`src/rtl/alu_share_arb.sv`:
```
// alu_share_arb: arbitrates two requesters onto one shared combinational ALU.
// Each request is served in three one-cycle steps. In IDLE it is accepted,
// the operands are registered and the grant is recorded. In EXEC the ALU
// result is captured. In RESP the result is held until the requester takes it.
// When both requesters are valid, the grant goes round-robin between them.
module alu_share_arb #(
  parameter int XLEN  = 32,
  parameter int CNT_W = 16
) (
  input  logic             clk,
  input  logic             reset,
  // requester 0
  input  logic             req0_valid,
  output logic             req0_ready,
  input  logic [XLEN-1:0]  req0_a,
  input  logic [XLEN-1:0]  req0_b,
  input  logic [3:0]       req0_sel,
  output logic             rsp0_valid,
  input  logic             rsp0_ready,
  output logic [XLEN-1:0]  rsp0_result,
  // requester 1
  input  logic             req1_valid,
  output logic             req1_ready,
  input  logic [XLEN-1:0]  req1_a,
  input  logic [XLEN-1:0]  req1_b,
  input  logic [3:0]       req1_sel,
  output logic             rsp1_valid,
  input  logic             rsp1_ready,
  output logic [XLEN-1:0]  rsp1_result,
  // shared ALU
  output logic [XLEN-1:0]  alu_a,
  output logic [XLEN-1:0]  alu_b,
  output logic [3:0]       alu_sel,
  input  logic [XLEN-1:0]  alu_result,
  // status
  output logic             busy,
  output logic [CNT_W-1:0] grant_cnt0,
  output logic [CNT_W-1:0] grant_cnt1
);

  typedef enum logic [1:0] {
    S_IDLE = 2'd0,
    S_EXEC = 2'd1,
    S_RESP = 2'd2
  } state_t;

  state_t          state;
  logic            last_gnt;   // requester granted most recently
  logic            gnt_id;     // requester owning the operation in flight
  logic            gnt_sel;    // requester chosen by the arbiter this cycle
  logic            accept;
  logic            rsp_take;
  logic [XLEN-1:0] sel_a;
  logic [XLEN-1:0] sel_b;
  logic [3:0]      sel_op;

  // Round-robin choice; a lone valid requester wins regardless of the pointer
  always_comb begin
    gnt_sel = 1'b0;
    if (req0_valid && req1_valid) gnt_sel = ~last_gnt;
    else if (req0_valid)          gnt_sel = 1'b0;
    else if (req1_valid)          gnt_sel = 1'b1;
    accept     = (state == S_IDLE) && (req0_valid || req1_valid);
    req0_ready = accept && !gnt_sel;
    req1_ready = accept &&  gnt_sel;
    sel_a      = gnt_sel ? req1_a   : req0_a;
    sel_b      = gnt_sel ? req1_b   : req0_b;
    sel_op     = gnt_sel ? req1_sel : req0_sel;
    rsp_take   = gnt_id  ? rsp1_ready : rsp0_ready;
  end

  // Control FSM with registered operand, response and counter outputs
  always_ff @(posedge clk or posedge reset) begin
    if (reset) begin
      state       <= S_IDLE;
      last_gnt    <= 1'b1;  // so requester 0 wins the first contended grant
      gnt_id      <= 1'b0;
      busy        <= 1'b0;
      alu_a       <= '0;
      alu_b       <= '0;
      alu_sel     <= '0;
      rsp0_valid  <= 1'b0;
      rsp1_valid  <= 1'b0;
      rsp0_result <= '0;
      rsp1_result <= '0;
      grant_cnt0  <= '0;
      grant_cnt1  <= '0;
    end else begin
      case (state)
        S_IDLE: begin
          if (accept) begin
            alu_a    <= sel_a;
            alu_b    <= sel_b;
            alu_sel  <= sel_op;
            gnt_id   <= gnt_sel;
            last_gnt <= gnt_sel;
            busy     <= 1'b1;
            state    <= S_EXEC;
            if (gnt_sel) grant_cnt1 <= grant_cnt1 + 1'b1;
            else         grant_cnt0 <= grant_cnt0 + 1'b1;
          end
        end
        S_EXEC: begin
          if (gnt_id) begin
            rsp1_result <= alu_result;
            rsp1_valid  <= 1'b1;
          end else begin
            rsp0_result <= alu_result;
            rsp0_valid  <= 1'b1;
          end
          state <= S_RESP;
        end
        S_RESP: begin
          // No new request is taken on this edge; arbitration resumes from IDLE
          if (rsp_take) begin
            if (gnt_id) rsp1_valid <= 1'b0;
            else        rsp0_valid <= 1'b0;
            busy  <= 1'b0;
            state <= S_IDLE;
          end
        end
        default: begin
          state <= S_IDLE;
          busy  <= 1'b0;
        end
      endcase
    end
  end

endmodule

```
`config.mk`:
```
export PLATFORM = sky130hd
export DESIGN_NAME = alu_share_arb
export DESIGN_NICKNAME = d
export VERILOG_FILES = /design/src/rtl/alu_share_arb.sv
export SDC_FILE = /design/constraint.sdc
export NUM_CORES = 1
export LEC_CHECK = 0
export BUFFER_PORTS_ARGS = -buffer_cell sky130_fd_sc_hd__buf_4
export CAP_MARGIN = 20
export CORE_MARGIN = 2
export CORE_UTILIZATION = 40
export CTS_BUF_LIST = sky130_fd_sc_hd__clkbuf_8
export CTS_CLUSTER_SIZE = 20
export DETAILED_ROUTE_END_ITERATION = 8
export PLACE_DENSITY = 0.76
export SYNTH_ARGS = -nofsm -noshare
export SYNTH_HDL_FRONTEND = slang
export SYNTH_SLANG_ARGS = --single-unit
export TNS_END_PERCENT = 50
```
`constraint.sdc`:
```
create_clock -name clk -period 7.1 [get_ports clk]
set_clock_uncertainty 0.15 [all_clocks]
set_input_delay 1.42 -clock clk [delete_from_list [all_inputs] [get_ports clk]]
set_output_delay 1.42 -clock clk [all_outputs]
set_load 0.02 [all_outputs]
```
==> results.yml <==
status:
  status: "finished, final reports clean"
floorplan:
  die_w_um: 135
  core_sq_mm: 0.0167
  start_util_pct: 41.2
  fp.dieH_um: 135
  fp.dieArea_sq_mm: 0.0183
  ios: 343
  fp-row-count: 47
timing:
  grt_setup_unrepaired: "false"
  tightest_slew_ns: 0.976
  setup_violations: 0
  timing.fmax_ghz: 0.234
  slew-limit-headroom_pct: 35.0
  layout_min_cycle_time_ns: 4.28
  hold_viol: 0
  slew_viol_final: 0
  finalSetupTns_ns: 0
  fin_crit_sh_pct: 60.2
clock_tree:
  clk_pin_slew_ns: 0.09
  clk_latency_ns: 0.43
  cts_resized: 0
  clock_path_buffers: 2
  post_cts_buffers: 0
  cts_root_buf: "clkbuf_8"
  cts_sinks: 171
  htreeDepth: 4
  cts_made_buffers: 17
  cts_tree: "yes"
  hold_buffers: 0
logic_synthesis:
  yosysTopAreaCell: "dfrtp_1"
  netlist_instances: 512
  ys_top_cells_by_area: "dfrtp_1 62%, mux2_2 11%, a222oi_1 9.9%"
  synth-edff-count: 0
  async_flop_share_pct: 100
  synth_top_area_share_pct: 61.8
  synth_area_sq_mm: 0.00688
  ys_types: 33
  ys_seq_area_share_pct: 62.2
  ys.flop_type: "dfrtp_1"
  synth_warnings: 0
  syn-num-nets: 688
  yosys_register_bits: 171
  syn_avg_cell_area_sq_um: 13.4
grt:
  track_usage_pct: 21.5
  grt_antenna_before_repair: 2
  grt_max_degree: 110
  grt_pass1_vias: 5746
  overflow: 0
  grt_pass1_wl_mm: 30.4
route:
  initialDrtViolationCount: 412
  vias: 5605
  drt-total-wl_mm: 20.1
  wl_per_cell_um: 18.6
  drc: 0
  ant_nets: 0
  vias_per_cell: 5.19
  firstDrtPassIters: 8
critical_path:
  crit_fanout: 74
  crit_type: "input pin to output pin"
  critPathLaunchType: "input pin"
  worst-endpoint-required_ns: 5.53
  cp.arrival_ns: 2.71
  end_kind: "output pin"
  reg2regPathDepth: 4
power:
  power.density_mw_per_mm2: 456
  leakage_nw: 5.16
  ir_drop_mv: 0.229
finish:
  final_cell_mix: "348 x buf_4, 170 x dfrtp_1, 71 x inv_1"
  fin_nets: 1022
  final_cell_area_sq_mm: 0.00999
  area_growth_syn_to_layout_pct: 45.2
  mostFrequentLayoutCell: "buf_4"
  drive_above_1_share_pct: 52.6
  fin_cells: 1079
hold_path:
  hp-class: "register to register"
  hold_depth: 1
placement:
  hpwl_mm: 14.6
  port_buffers: 342
  placed_area_sq_mm: 0.00960
  gp_congestion: 0.812
  place_inst: 1047
run:
  cap_violations: 0
==> state kept, by name, summed over array words and instances, names as in the netlist <==
signal,count
alu_a,32
alu_b,32
alu_sel,4
busy,1
gnt_id,1
grant_cnt0,16
grant_cnt1,16
last_gnt,1
rsp0_result,32
rsp0_valid,1
rsp1_result,32
rsp1_valid,1
state,2
==> worst max-delay path, cell delays in order <==
cell and delay [ns]:
buf_4 0.13, nand2_1 0.08, and3_2 0.17, buf_4 0.60
buf_4 0.28
==> metrics by stage <==
step           setup slack (ns)  hold slack [ns]  util (%)  power (mW)
2_1_floorplan             0.900            0.348         -        2.97
6_report                   2.82            0.335      59.8        4.56
5_1_grt                    2.74            0.354      59.8        4.82
4_1_cts                    2.81            0.339      59.8        4.61
3_3_place_gp               2.82            0.314      57.5        3.87
3_5_place_dp               2.81            0.323      57.5        3.93
==> synth_stat cells, drive strengths merged, types with 2 or more instances <==
cell and count:
ha 2, buf 25, dfrtp 170, xor2 8, nand4 9, nand3 8, xnor2 22, a222oi 68
inv 71, nor2b 3, and4 5, a21oi 3, mux2 66, nand2 14, nor2 7, a21o 3
o21ai 2, clkbuf 8, and3 9
==> per-layer routing <==
metal / GRT usage (%) / up-vias / share of wire (%)
li1: - / 2533 / -
met1: 25.1 / 2783 / 37
met2: 36.4 / 257 / 51
met3: 7.52 / 32 / 9.1
met4: 8.74 / 0 / 2.8
met5: 0 / - / 0
==> final timing paths <==
path,slack [ns],startpoint,endpoint
setup / recovery,2.82,req0_valid,req1_ready
hold / removal,0.33,grant_cnt0[15]$_DFFE_PP0P_,grant_cnt0[15]$_DFFE_PP0P_
setup reg to reg,4.70,state[1]$_DFFE_PP0P_,grant_cnt1[1]$_DFFE_PP0P_
hold reg to reg,0.33,grant_cnt0[15]$_DFFE_PP0P_,grant_cnt0[15]$_DFFE_PP0P_
max in group asynchronous,4.40,reset,alu_a[24]$_DFFE_PP0P_
min in group asynchronous,1.03,reset,rsp0_result[29]$_DFFE_PP0P_
==> power by group <==
group / internal, mW / total [mW] / switching [mW]
combinational: 1.03 / 2.22 / 1.19
sequential: 1.40 / 1.67 / 0.263
clock: 0.312 / 0.669 / 0.356
==> cell type report <==
cell class / instances / area (sq um)
clock buffers: 17 / 234
well taps: 220 / 275
diodes: 2 / 5.00
multi-input cells: 237 / 2160
clock inverters: 13 / 144
inverters: 71 / 272
flip-flops and latches: 171 / 4280
repair buffers: 348 / 2610
fillers: 1439 / 6710
==> cell families (layout without fill, tap and decap cells) <==
logic type	count (synthesis)	in the layout	synth area share, %
flops	171	171	62.2
compound gates	77	77	10.7
fa+ha+maj	2	2	0.364
xor+xnor	30	30	3.82
other cells	0	2	0
simple gates	62	62	5.46
buf+inv	104	449	6.60
mux	66	66	10.8
No activity file was read; power rests on OpenSTA's default activity.
